## src/rtl/phase_gen_pkg.sv

```systemverilog
// phase_gen_pkg: shared types and phase-search helpers for phase_gen.
//   state_e     : FSM state encoding (IDLE, RUN)
//   sel_t       : result of a circular phase search (index, wrap, empty)
//   first_phase : lowest set bit of a mask
//   next_phase  : next set bit strictly above an index, circular, with wrap flag
//   is_last     : true when no enabled phase lies above the given index
// The helpers work on a PH_MAX-wide mask so that any N_PHASES up to 32 can
// zero-extend its mask into them.
package phase_gen_pkg;

    typedef enum logic {
        IDLE = 1'b0,
        RUN  = 1'b1
    } state_e;

    localparam int PH_MAX   = 32;
    localparam int PH_IDX_W = 5;

    typedef struct packed {
        logic [PH_IDX_W-1:0] idx;
        logic                wrap;
        logic                empty;
    } sel_t;

    function automatic logic [PH_IDX_W-1:0] first_phase(input logic [PH_MAX-1:0] mask);
        logic [PH_IDX_W-1:0] idx;
        idx = {PH_IDX_W{1'b0}};
        // Descending scan so the lowest set bit is the last one written.
        for (int i = PH_MAX - 1; i >= 0; i--) begin
            if (mask[i]) begin
                idx = PH_IDX_W'(i);
            end else begin
                idx = idx;
            end
        end
        return idx;
    endfunction

    function automatic sel_t next_phase(input logic [PH_MAX-1:0]   mask,
                                        input logic [PH_IDX_W-1:0] cur_idx,
                                        input int                  n);
        sel_t res;
        // Default is the wrap case: back to the lowest enabled phase.
        res.idx   = first_phase(mask);
        res.wrap  = 1'b1;
        res.empty = (mask == {PH_MAX{1'b0}});
        for (int i = PH_MAX - 1; i >= 0; i--) begin
            if (mask[i] && (i > int'(cur_idx)) && (i < n)) begin
                res.idx  = PH_IDX_W'(i);
                res.wrap = 1'b0;
            end else begin
                res.idx  = res.idx;
            end
        end
        return res;
    endfunction

    function automatic logic is_last(input logic [PH_MAX-1:0]   mask,
                                     input logic [PH_IDX_W-1:0] cur_idx,
                                     input int                  n);
        sel_t res;
        res = next_phase(mask, cur_idx, n);
        return res.wrap;
    endfunction

endpackage

```

## src/rtl/phase_sel.sv

```systemverilog
// phase_sel: combinational circular priority search over the phase mask.
//   mask       : enabled phases, bit i = phase i
//   cur_idx    : currently active phase index
//   next_idx   : next enabled phase strictly above cur_idx, circularly
//   wrap       : no enabled phase above cur_idx (search wrapped to the lowest)
//   mask_empty : mask has no bit set
module phase_sel
    import phase_gen_pkg::*;
#(
    parameter  int N_PHASES = 4,
    localparam int IDX_W    = $clog2(N_PHASES)
) (
    input  logic [N_PHASES-1:0] mask,
    input  logic [IDX_W-1:0]    cur_idx,
    output logic [IDX_W-1:0]    next_idx,
    output logic                wrap,
    output logic                mask_empty
);

    sel_t sel_s;

    // Widen to the package search width, then narrow the result back.
    always_comb begin
        sel_s      = next_phase(PH_MAX'(mask), PH_IDX_W'(cur_idx), N_PHASES);
        next_idx   = IDX_W'(sel_s.idx);
        wrap       = sel_s.wrap;
        mask_empty = sel_s.empty;
    end

endmodule

```

## src/rtl/phase_gen.sv

```systemverilog
// phase_gen: multi-phase one-hot enable generator.
//   clk_in         : system clock, rising edge
//   rst_n_in       : asynchronous active-low reset
//   en_in          : block enable; low aborts a running sequence
//   mode_in        : 0 = continuous, 1 = single-shot
//   start_in       : single-shot trigger, only honoured in IDLE
//   hold_in        : phase length minus one, latched at each phase entry
//   mask_in        : phases in the rotation, latched at each phase entry
//   phase_out      : one-hot active phase, zero when idle
//   phase_idx_out  : active phase index, zero when idle
//   round_done_out : high on the last cycle of the highest phase of the round
//   busy_out       : high while running
// A phase's successor and its end-of-round status are both decided from the
// mask latched when that phase was entered, so round_done_out can be
// registered and still coincide with the final cycle of the round.
module phase_gen
    import phase_gen_pkg::*;
#(
    parameter  int N_PHASES = 4,
    parameter  int CNT_W    = 8,
    localparam int IDX_W    = $clog2(N_PHASES)
) (
    input  logic                clk_in,
    input  logic                rst_n_in,
    input  logic                en_in,
    input  logic                mode_in,
    input  logic                start_in,
    input  logic [CNT_W-1:0]    hold_in,
    input  logic [N_PHASES-1:0] mask_in,
    output logic [N_PHASES-1:0] phase_out,
    output logic [IDX_W-1:0]    phase_idx_out,
    output logic                round_done_out,
    output logic                busy_out
);

    localparam logic [N_PHASES-1:0] PHASE_LSB = {{(N_PHASES-1){1'b0}}, 1'b1};

    state_e              state_r;
    logic [N_PHASES-1:0] phase_r;
    logic [IDX_W-1:0]    idx_r;
    logic                round_done_r;
    logic                busy_r;
    logic [CNT_W-1:0]    cnt_r;
    logic [CNT_W-1:0]    hold_lat_r;
    logic [N_PHASES-1:0] mask_lat_r;

    logic [IDX_W-1:0]    sel_next_s;
    logic                sel_wrap_s;
    logic                lat_empty_s;
    logic                start_ok_s;
    logic [IDX_W-1:0]    entry_idx_s;
    logic                entry_last_s;
    logic                boundary_last_s;
    logic                mask_zero_s;
    logic                hold_zero_s;

    phase_sel #(
        .N_PHASES (N_PHASES)
    ) u_phase_sel (
        .mask       (mask_lat_r),
        .cur_idx    (idx_r),
        .next_idx   (sel_next_s),
        .wrap       (sel_wrap_s),
        .mask_empty (lat_empty_s)
    );

    // Start qualification and end-of-round flags for the phase about to be entered.
    always_comb begin
        mask_zero_s     = (mask_in == {N_PHASES{1'b0}});
        hold_zero_s     = (hold_in == {CNT_W{1'b0}});
        start_ok_s      = en_in && !mask_zero_s && (!mode_in || start_in);
        entry_idx_s     = IDX_W'(first_phase(PH_MAX'(mask_in)));
        entry_last_s    = is_last(PH_MAX'(mask_in), PH_IDX_W'(entry_idx_s), N_PHASES);
        boundary_last_s = is_last(PH_MAX'(mask_in), PH_IDX_W'(sel_next_s), N_PHASES);
    end

    // FSM, hold counter, latched programming and registered outputs.
    always_ff @(posedge clk_in or negedge rst_n_in) begin
        if (!rst_n_in) begin
            state_r      <= IDLE;
            phase_r      <= {N_PHASES{1'b0}};
            idx_r        <= {IDX_W{1'b0}};
            round_done_r <= 1'b0;
            busy_r       <= 1'b0;
            cnt_r        <= {CNT_W{1'b0}};
            hold_lat_r   <= {CNT_W{1'b0}};
            mask_lat_r   <= {N_PHASES{1'b0}};
        end else begin
            case (state_r)
                IDLE: begin
                    if (start_ok_s) begin
                        state_r      <= RUN;
                        idx_r        <= entry_idx_s;
                        phase_r      <= PHASE_LSB << entry_idx_s;
                        mask_lat_r   <= mask_in;
                        hold_lat_r   <= hold_in;
                        cnt_r        <= {CNT_W{1'b0}};
                        busy_r       <= 1'b1;
                        // A one-cycle phase is its own last cycle.
                        round_done_r <= hold_zero_s && entry_last_s;
                    end else begin
                        state_r      <= IDLE;
                        phase_r      <= {N_PHASES{1'b0}};
                        idx_r        <= {IDX_W{1'b0}};
                        round_done_r <= 1'b0;
                        busy_r       <= 1'b0;
                        cnt_r        <= {CNT_W{1'b0}};
                    end
                end
                RUN: begin
                    if (!en_in) begin
                        state_r      <= IDLE;
                        phase_r      <= {N_PHASES{1'b0}};
                        idx_r        <= {IDX_W{1'b0}};
                        round_done_r <= 1'b0;
                        busy_r       <= 1'b0;
                        cnt_r        <= {CNT_W{1'b0}};
                    end else if (cnt_r != hold_lat_r) begin
                        cnt_r        <= cnt_r + CNT_W'(1);
                        // Raise the pulse as the counter enters its terminal value.
                        round_done_r <= ((cnt_r + CNT_W'(1)) == hold_lat_r) && sel_wrap_s;
                    end else if ((mode_in && sel_wrap_s) || mask_zero_s || lat_empty_s) begin
                        state_r      <= IDLE;
                        phase_r      <= {N_PHASES{1'b0}};
                        idx_r        <= {IDX_W{1'b0}};
                        round_done_r <= 1'b0;
                        busy_r       <= 1'b0;
                        cnt_r        <= {CNT_W{1'b0}};
                    end else begin
                        idx_r        <= sel_next_s;
                        phase_r      <= PHASE_LSB << sel_next_s;
                        mask_lat_r   <= mask_in;
                        hold_lat_r   <= hold_in;
                        cnt_r        <= {CNT_W{1'b0}};
                        round_done_r <= hold_zero_s && boundary_last_s;
                    end
                end
                default: begin
                    state_r      <= IDLE;
                    phase_r      <= {N_PHASES{1'b0}};
                    idx_r        <= {IDX_W{1'b0}};
                    round_done_r <= 1'b0;
                    busy_r       <= 1'b0;
                    cnt_r        <= {CNT_W{1'b0}};
                end
            endcase
        end
    end

    assign phase_out      = phase_r;
    assign phase_idx_out  = idx_r;
    assign round_done_out = round_done_r;
    assign busy_out       = busy_r;

endmodule
```

## config.mk

```make
export PLATFORM = sky130hd
export DESIGN_NAME = phase_gen
export DESIGN_NICKNAME = d
export VERILOG_FILES = /design/src/rtl/phase_gen_pkg.sv /design/src/rtl/phase_sel.sv /design/src/rtl/phase_gen.sv
export SDC_FILE = /design/constraint.sdc
export NUM_CORES = 1
export LEC_CHECK = 0
export CORE_UTILIZATION = 54
export DETAILED_ROUTE_END_ITERATION = 12
export PLACE_DENSITY = 0.84
export REMOVE_ABC_BUFFERS = 1
export SLEW_MARGIN = 20
export SYNTH_ARGS = -nofsm -noshare
export SYNTH_HDL_FRONTEND = slang
export SYNTH_SLANG_ARGS = --single-unit
export TNS_END_PERCENT = 5
```

## constraint.sdc

```tcl
create_clock -name clk_in -period 2.9 [get_ports clk_in]
set_clock_uncertainty 0.05 [all_clocks]
set_input_delay 0.435 -clock clk_in [delete_from_list [all_inputs] [get_ports clk_in]]
set_output_delay 0.435 -clock clk_in [all_outputs]
set_load 0.02 [all_outputs]
```

Word level (Yosys, flattened, before mapping)
Cells that the tools add are included.
{"block": "word_totals", "register_bits": 29, "input_bits": 17, "output_inout_bits": 8, "elab_cells": 111}
{"block": "op_classes", "addsub": 1, "magnitude_cmp": 9, "eq_ne": 8, "shifts": 2, "muxes": 57, "bitwise": 1, "n_reduce_logical": 25}
{"operator": "$mux 8", "count": 6}
{"operator": "$mux 4", "count": 8}
{"operator": "$pmux 8 s2", "count": 2}
{"operator": "$mux 2", "count": 15}
{"operator": "$mux 1", "count": 20}
{"operator": "$pmux 4 s2", "count": 2}
{"operator": "$logic_and 1x1->1", "count": 15}
{"operator": "$gt 2x2->1 const A", "count": 6}
{"operator": "$add 8x1->8 const B", "count": 1}
{"operator": "$eq 8x8->1", "count": 1}
{"operator": "$logic_not 4->1", "count": 2}
{"operator": "$logic_not 8->1", "count": 1}
{"operator": "$ne 2x2->1 const B", "count": 4}
{"operator": "$ne 8x8->1", "count": 1}
{"operator": "$shl 1x2->4 const A", "count": 2}
{"operator": "$gt 1x2->1 const A", "count": 3}
{"operator": "$pmux 1 s2", "count": 3}
{"operator": "$pmux 2 s2", "count": 1}
{"operator": "$reduce_and 4->1", "count": 1}
{"operator": "$logic_or 1x1->1", "count": 3}
{"operator": "$ne 3x2->1 const B", "count": 1}
{"operator": "$ne 3x3->1 const B", "count": 1}
{"operator": "$logic_not 1->1", "count": 2}
{"operator": "$reduce_and 2->1", "count": 1}
{"operator": "$not 1->1", "count": 1}

Depth between registers and ports, before layout
Gate-level depths: netlist of the first run.
{"block": "depth", "word_depth": 17, "mapped_depth": 8, "ltp_nobuf": 7}

Cells and area by module
A second synthesis of the first run with hierarchy kept.
{"block": "hier_totals", "hier_cells": 176, "hier_area_um2": 1760.4}
{"module": "phase_gen", "n_inst": 1, "cells_per_inst": 160, "area_each_um2": 1670.4, "seq_area_each_um2": 725.7}
{"module": "phase_sel", "n_inst": 1, "cells_per_inst": 16, "area_each_um2": 90.1, "seq_area_each_um2": 0.0}

Worst setup path before layout of the first run
OpenSTA, ideal clock, no wires.
{"block": "synth_timing", "path_type": "register to register", "startpoint": "register idx_r[1] (netlist: phase_idx_out[1])", "endpoint": "register hold_lat_r[0]", "setup_time_ps": 125, "arrival_ps": 1988, "t_required_ps": 2725, "setup_slack_ps": 737, "path_stages_with_launch": 8, "n_path_buf": 2, "synth_period_minus_slack_ps": 2163, "path_cell_list": "dfrtp_1 > clkbuf_1 > o21bai_1 > a311oi_2 > inv_2 > o22a_2 > buf_6 > mux2_4"}
{"block": "synth_via", "elab_chain_len": 10, "elab_cells_between_ends": 14, "classes_between": "3 x order compare; 1 x eq/ne; 3 x mux; 7 x reduce/logical"}
{"element": "start, declared", "line_no": "phase_gen.sv:40", "rtl": "logic [IDX_W-1:0] idx_r;"}
{"element": "start signal, assigned", "line_no": "phase_gen.sv:82", "rtl": "idx_r <= {IDX_W{1'b0}};"}
{"element": "start signal, assigned", "line_no": "phase_gen.sv:93", "rtl": "idx_r <= entry_idx_s;"}
{"element": "start signal, assigned", "line_no": "phase_gen.sv:104", "rtl": "idx_r <= {IDX_W{1'b0}};"}
{"element": "$gt 2x2->1", "line_no": "phase_gen_pkg.sv:48", "rtl": "if (mask[i] && (i > int'(cur_idx)) && (i < n)) begin"}
{"element": "$logic_and 1x1->1", "line_no": "phase_gen_pkg.sv:48"}
{"element": "$mux 1 (2 in a row)", "line_no": "phase_gen_pkg.sv:48"}
{"element": "$mux 1 (*)", "line_no": "phase_gen_pkg.sv:48"}
{"element": "$logic_and 1x1->1 (*)", "line_no": "phase_gen.sv:122", "rtl": "end else if ((mode_in && sel_wrap_s) || mask_zero_s || lat_empty_s) begin"}
{"element": "$logic_or 1x1->1 (*) (2 in a row)", "line_no": "phase_gen.sv:122"}
{"element": "$ne 2x2->1 (no source line) (*)"}
{"element": "$reduce_and 4->1 (no source line) (*)"}
{"element": "end signal, assigned", "line_no": "phase_gen.sv:86", "rtl": "hold_lat_r <= {CNT_W{1'b0}};"}
{"element": "end signal, assigned", "line_no": "phase_gen.sv:96", "rtl": "hold_lat_r <= hold_in;"}
{"element": "end signal, assigned", "line_no": "phase_gen.sv:133", "rtl": "hold_lat_r <= hold_in;"}
{"element": "end, declared", "line_no": "phase_gen.sv:44", "rtl": "logic [CNT_W-1:0] hold_lat_r;"}
Mark *: on every way between the ends. The rest lies on a longest branch, timed or not.
A chain may end at the register's enable or synchronous reset.

Worst setup path in the final report of the first run
{"block": "layout_timing", "startpoint": "register cnt_r[6]", "endpoint": "register idx_r[1] (netlist: phase_idx_out[1])"}
{"block": "layout_via", "elab_chain_len": 2}
{"element": "start, declared", "line_no": "phase_gen.sv:43", "rtl": "logic [CNT_W-1:0] cnt_r;"}
{"element": "start signal, assigned", "line_no": "phase_gen.sv:85", "rtl": "cnt_r <= {CNT_W{1'b0}};"}
{"element": "start signal, assigned", "line_no": "phase_gen.sv:97", "rtl": "cnt_r <= {CNT_W{1'b0}};"}
{"element": "start signal, assigned", "line_no": "phase_gen.sv:107", "rtl": "cnt_r <= {CNT_W{1'b0}};"}
{"element": "$ne 8x8->1", "line_no": "phase_gen.sv:118", "rtl": "end else if (cnt_r != hold_lat_r) begin"}
{"element": "$ne 3x3->1 (no source line)"}
{"element": "end signal, assigned", "line_no": "phase_gen.sv:114", "rtl": "idx_r <= {IDX_W{1'b0}};"}
{"element": "end signal, assigned", "line_no": "phase_gen.sv:125", "rtl": "idx_r <= {IDX_W{1'b0}};"}
{"element": "end signal, assigned", "line_no": "phase_gen.sv:130", "rtl": "idx_r <= sel_next_s;"}
Every way passes these cells.

==> impl_metrics.json, run 1 <==
{
  "cts_resized": 0,
  "grt_usage_pct": 26.73,
  "fmax_ghz": 0.4281,
  "via_per_inst": 5.711,
  "postSynthCellCount": 182,
  "avgSynthCellArea_um2": 9.769,
  "clock_path_buffers": 2,
  "rows": 20,
  "path_max_fanout": 12,
  "gp_congestion": 0.9533,
  "clkTransAtPathRegs_ns": 0.10,
  "drv_slew": 0,
  "cap_violations": 0,
  "num_antenna_cells": 0,
  "antenna_found_initial": 0,
  "synth_top_family_by_area": "simple AND/OR/NAND/NOR gates",
  "power.density_nw_per_um2": 911.9,
  "insertion_delay_ns": 0.33,
  "hold_viol": 0,
  "fillers": 243,
  "reg2reg_depth": 7,
  "cp-end-kind": "flop",
  "syn_area_um2": 1778,
  "holdBufCountCts": 0,
  "crit_path_end": "phase_idx_out[1]$_DFFE_PN0P_",
  "cp-startpoint": "cnt_r[6]$_DFF_PN0_",
  "ys.flop_type": "dfrtp_1",
  "status": "finished, final reports clean",
  "yosysSeqAreaShare_pct": 40.82,
  "die_area_um2": 3526,
  "synth_compound_area_share_pct": 15.13,
  "cts_tree": "done",
  "final_cell_area_um2": 2167,
  "drive_gt1_share_pct": 14.15,
  "htree_levels": 2,
  "grt.met2_usage_pct": 41.25,
  "r2r-start": "cnt_r[6]$_DFF_PN0_",
  "syn_to_final_growth_pct": 21.89,
  "worst_setup_path_start_kind": "flop",
  "leakage_nw": 0.9197,
  "wl_per_cell_um": 15.74,
  "timing.rr.end": "phase_idx_out[1]$_DFFE_PN0P_",
  "cts_root_buffer": "clkbuf_4",
  "nNetsFinal": 229,
  "ios": 25,
  "grt_use_met1_pct": 35.98,
  "die_x_um": 59.38,
  "async_flop_share_pct": 100.0,
  "postCtsSetupRepairBufs": 0,
  "floorplan.initialDensity_pct": 57.76,
  "crit_required_ns": 3.11,
  "grt_max_degree": 30,
  "finalPower_w": 0.001976,
  "yosysUniqueCellTypes": 50,
  "cts_sinks": 29,
  "tns_ns": 0,
  "regToRegSetupSlack_ns": 0.56,
  "busiest_layer": "met2",
  "synth_edf_count": 0,
  "routed_wl_um": 4029,
  "maxSlewHeadroom_pct": 53.86,
  "rsz0062_at_grt": "no",
  "overflow": 0,
  "setup_violations": 0,
  "ir_drop_mv": 0.4778,
  "synth_warnings": 0,
  "via_count": 1462,
  "die_h_um": 59.38,
  "synthAdderAreaFrac_pct": 0.7037,
  "crit_chain": "xnor2_1, nand4_1, or4_1, nand3_1, buf_4, nor2_1, a31oi_1",
  "worst_path_max_delay_cell": "or4_1",
  "grt_pass1_vias": 1484,
  "dr.first_iter.drc_count": 67,
  "grt_pass1_wl_um": 6824,
  "port_buffers": 24,
  "synthXorXnorAreaFrac_pct": 8.867,
  "dp.cells": 248,
  "dp_hpwl_um": 2984,
  "numCtsBuffers": 5,
  "finalCriticalPeriod_ns": 2.336,
  "worstPathArrival_ns": 2.55,
  "min_path_type": "input port to asynchronous set/reset pin",
  "layoutNonFillerInstCount": 256,
  "synth-simple-area-share_pct": 19.21,
  "post-route-period-util_pct": 80.55,
  "critPathMaxStageDelay_ns": 0.47,
  "synth.area.mux_share_pct": 11.54,
  "path_class": "flop to flop",
  "holdWs_ns": 0.4135,
  "dpl_cell_area_um2": 2082,
  "remaining_drc_errors": 0,
  "final_antenna_net_count": 0,
  "core_um2": 3078,
  "met3_usage_pct": 6.769,
  "firstDrtPassIters": 4,
  "worstMarginPinSlew_ns": 0.6858,
  "ys_seq_elements": 29
}
cells in the mapped netlist, types with 4 or more instances:
master,instances,area [um^2]
nor2b_1,6,37.54
clkbuf_1,6,22.52
mux2_4,10,150.1
o21ai_0,9,45.04
nand2b_1,4,25.02
nand2_1,9,33.78
nand3_1,4,20.02
xor2_1,8,70.07
inv_1,5,18.77
a21oi_1,8,40.04
xnor2_1,10,87.58
or4_1,4,30.03
nor2_1,20,75.07
dfrtp_1,29,725.7
through the flow:
step / worst slack [ns] / util, %
floorplan: 0.6996 / -
global placement: 0.4352 / 67.64
detailed placement: 0.3448 / 67.64
CTS: 0.5529 / 70.41
global route: 0.3358 / 70.41
finish: 0.5641 / 70.41
worst max-delay path, delay by kind of cell (launching register included):
kind	cells	cell delay (ns)
compound gates	1	0.14
xor+xnor	1	0.34
buf+inv	1	0.27
flops	1	0.46
simple gates	4	1.01
state kept, by name, summed over array words and instances, names as in the netlist:
name	cells
state_r	1
phase_out	4
mask_lat_r	4
phase_idx_out	2
cnt_r	8
round_done_out	1
hold_lat_r	8
busy_out	1
worst min-delay path by stage:
stage                                   endpoint  slack [ns]  cells past startpoint                  from
CTS                 phase_idx_out[1]$_DFFE_PN0P_        0.42                      2              rst_n_in
finish              phase_idx_out[1]$_DFFE_PN0P_        0.41                      2              rst_n_in
floorplan                   busy_out$_DFFE_PN0P_        0.09                      0              rst_n_in
detailed placement          busy_out$_DFFE_PN0P_        0.43                      1  busy_out$_DFFE_PN0P_
global placement            busy_out$_DFFE_PN0P_        0.41                      1  busy_out$_DFFE_PN0P_
global route           mask_lat_r[3]$_DFFE_PN0P_        0.47                      2              rst_n_in
kinds of logic (layout without fill, tap and decap cells):
kind of cell | count (synthesis) | count (layout)
compound gates | 39 | 39
xor+xnor | 18 | 18
fa+ha+maj | 1 | 1
buf+inv | 15 | 45
flops | 29 | 29
mux | 15 | 15
simple gates | 65 | 65
final cells by class:
class                           count  area (um^2)  share of cell area, %
Sequential cell                    29        725.7                  33.49
Clock buffer                        7        55.05                  2.540
Tap cell                           44        55.05                  2.540
Multi-Input combinational cell    138        985.9                  45.50
Timing Repair Buffer               31        292.8                  13.51
Clock inverter                      1        30.03                  1.386
Inverter                            6        22.52                  1.039
layout by cell type (no fill, tap or decap), types with 2 or more instances in the layout:
master	count
mux2_2	2
nor3_1	3
a21oi_1	8
clkbuf_4	5
inv_1	5
o311ai_0	2
nand3_1	4
nand2b_1	4
buf_4	7
o21ai_0	9
nand2_1	9
o21bai_1	2
xnor2_1	10
nor2b_1	6
nor2_1	20
or4_1	4
nand4_1	3
a31oi_1	3
and3b_1	2
xor2_1	8
mux2_4	10
and2_1	2
clkdlybuf4s50_1	24
nand3b_1	2
dfrtp_1	29
mux2_1	2
power breakdown:
group / internal, W / switching, W / leakage [nW]
sequential: 0.000547 / 0.000188 / 0.368
combinational: 0.000473 / 0.000416 / 0.506
clock: 0.000206 / 0.000145 / 0.0455
total: 0.00123 / 0.000750 / 0.920
layer usage:
layer  vias to the layer above  share of wire [%]
li1                        715                  -
met1                       685                 47
met2                        52                 46
met3                        10                5.2
met4                         0                2.3
met5                         -                  0
No activity file was read; power rests on OpenSTA's default activity.
==> run 2: changes to the inputs <==
--- a/config.mk
+++ b/config.mk
@@ -5,9 +5,9 @@
 export SDC_FILE = /design/constraint.sdc
 export NUM_CORES = 1
 export LEC_CHECK = 0
-export CORE_UTILIZATION = 54
+export CORE_UTILIZATION = 49
 export DETAILED_ROUTE_END_ITERATION = 12
-export PLACE_DENSITY = 0.84
+export PLACE_DENSITY = 0.81
 export REMOVE_ABC_BUFFERS = 1
 export SLEW_MARGIN = 20
 export SYNTH_ARGS = -nofsm -noshare
==> constraint.sdc (replaced) <==
create_clock -name clk_in -period 1.95 [get_ports clk_in]
set_clock_uncertainty 0.05 [all_clocks]
set_input_delay 0.2925 -clock clk_in [delete_from_list [all_inputs] [get_ports clk_in]]
set_output_delay 0.2925 -clock clk_in [all_outputs]
set_load 0.02 [all_outputs]
==> impl_metrics.json, run 2 (synthesized netlist as in run 1, its figures left out) <==
{
  "numCtsBuffers": 5,
  "drv_slew": 0,
  "floorplan.initialDensity_pct": 52.05,
  "finalCriticalPeriod_ns": 2.067,
  "syn_to_final_growth_pct": 38.49,
  "status": "finished with violations",
  "maxSlewHeadroom_pct": 75.73,
  "fin_ws_ns": -0.1171,
  "wl_per_cell_um": 15.74,
  "dp_hpwl_um": 3413,
  "worstPathArrival_ns": 2.25,
  "clockPowerShare_pct": 10.8,
  "worst_setup_path_start_kind": "flop",
  "final_antenna_net_count": 0,
  "leakage_nw": 1.092,
  "drive_gt1_share_pct": 29.67,
  "holdWs_ns": 0.2745,
  "crit_required_ns": 2.13,
  "seqPwrFrac_pct": 31.2,
  "swShare_pct": 39.13,
  "grt_pass1_wl_um": 7576,
  "final_common_cell": "buf_4",
  "setup_violations": 13,
  "ir_drop_mv": 0.9302,
  "final_cell_area_um2": 2462,
  "cap_violations": 0,
  "holdBufCountCts": 0,
  "grt_usage_pct": 25.62,
  "met2_length_um": 2240,
  "comb_power_share_pct": 58.0,
  "cp-end-kind": "flop",
  "ios": 25,
  "post-route-period-util_pct": 106.0,
  "met1_length_um": 2066,
  "path_max_fanout": 6,
  "final_core_util_pct": 72.09,
  "power.density_nw_per_um2": 1313,
  "worst_path_max_delay_cell": "or4_4",
  "worstMarginPinSlew_ns": 0.3595,
  "min_path_type": "input port to asynchronous set/reset pin",
  "rsz0062_at_grt": "yes",
  "via_count": 1610,
  "path_class": "flop to flop",
  "violations": "setup timing",
  "core_um2": 3416,
  "wl_met3_um": 169,
  "top_layer": "met4",
  "biggestRegsByFlops": "cnt_r: 8 flops, hold_lat_r: 8 flops",
  "tns_ns": -1.425,
  "grt_pass1_vias": 1628,
  "grt_max_degree": 30,
  "switching_power_w": 0.001265,
  "die_x_um": 62.24,
  "rows": 21,
  "firstDrtPassIters": 4,
  "cellInternalPower_w": 0.001969,
  "nNetsFinal": 263,
  "gp_congestion": 0.8919,
  "clock_path_buffers": 2,
  "port_buffers": 24,
  "die_area_um2": 3873,
  "dr.first_iter.drc_count": 102,
  "remaining_drc_errors": 0,
  "htree_levels": 2,
  "antenna_found_initial": 0,
  "dpl_cell_area_um2": 2325,
  "via_per_inst": 5.514,
  "clkTransAtPathRegs_ns": 0.09,
  "num_antenna_cells": 0,
  "die_h_um": 62.24,
  "final_cell_mix": "buf_4 (39), dfrtp_1 (29), clkdlybuf4s50_1 (24), nor2_1 (18), mux2_4 (13)",
  "hold_viol": 0,
  "insertion_delay_ns": 0.34,
  "cts_root_buffer": "clkbuf_4",
  "overflow": 0,
  "fmax_ghz": 0.4838,
  "crit_chain": "xnor2_1, nand4_1, or4_4, o22a_4, mux2_4",
  "routed_wl_um": 4595,
  "cts_sinks": 29,
  "critPathMaxStageDelay_ns": 0.49,
  "fillers": 258,
  "cts_tree": "done"
}
## run 2: cell types whose count changed in the layout (fill, tap and decap cells not counted), moves of 2 or more
cell and delta:
buf_4 +32, o22a_4 +2, nor2_1 -2, nor2_2 +2
clkinv_2 +2, mux2_1 -2, mux2_4 +3
## run 2: cell type report
type / instances / area [um^2] / share of cell area (%)
Tap cell: 46 / 57.56 / 2.337
Sequential cell: 29 / 725.7 / 29.47
Multi-Input combinational cell: 139 / 1061 / 43.09
Clock buffer: 6 / 41.29 / 1.677
Inverter: 6 / 22.52 / 0.9146
Clock inverter: 2 / 10.01 / 0.4065
Timing Repair Buffer: 64 / 544.3 / 22.10
## run 2: worst paths after layout
path / from / cells past startpoint / slack, ns / endpoint
hold / removal: rst_n_in / 2 / 0.27 / phase_out[0]$_DFFE_PN0P_
hold reg to reg: busy_out$_DFFE_PN0P_ / 1 / 0.45 / busy_out$_DFFE_PN0P_
max in group asynchronous: rst_n_in / 2 / 1.30 / cnt_r[6]$_DFF_PN0_
setup reg to reg: cnt_r[7]$_DFF_PN0_ / 5 / -0.12 / hold_lat_r[4]$_DFFE_PN0P_
min in group clk_in: busy_out$_DFFE_PN0P_ / 1 / 0.45 / busy_out$_DFFE_PN0P_
setup / recovery: cnt_r[7]$_DFF_PN0_ / 5 / -0.12 / hold_lat_r[4]$_DFFE_PN0P_
## run 2: layer usage
layer / GRT usage [%] / vias up
met4: 13.08 / 0
met1: 32.22 / 777
met2: 42.31 / 36
met5: 0 / -
li1: - / 784
met3: 4.412 / 13
## run 2: critical path, delay by kind of cell (launching register included)
kind | cells | cell delay, ns
AO/OA/AOI/OAI | 1 | 0.27
multiplexers | 1 | 0.31
flip-flops | 1 | 0.40
XOR/XNOR | 1 | 0.31
AND/OR/NAND/NOR | 2 | 0.62
## run 2: power groups by stage
stage	logic, W	clock network (W)	registers (W)
after floorplan	0.000858	0	0.00111
after CTS	0.00181	0.000350	0.000986
final	0.00188	0.000348	0.00101
after detailed placement	0.00176	0	0.000998
after global placement	0.00169	0	0.000984
after global routing	0.00203	0.000378	0.00102
## run 2: metrics by stage
step	worst slack, ns	power (W)	std cells
after floorplan	-0.2504	0.001963	173
after global placement	-0.2294	0.002675	282
after detailed placement	-0.2641	0.002755	282
after CTS	-0.08961	0.003141	292
after global routing	-0.1809	0.003431	292
final	-0.1171	0.003234	292
## run 2: repair_timing
item,4_1_cts,5_1_grt
gates resized for setup,5,10
pin swaps,2,2
setup buffers,1,0
cloned,1,0
endpoints found under the setup margin,29,26
endpoints found under the hold margin,0,0
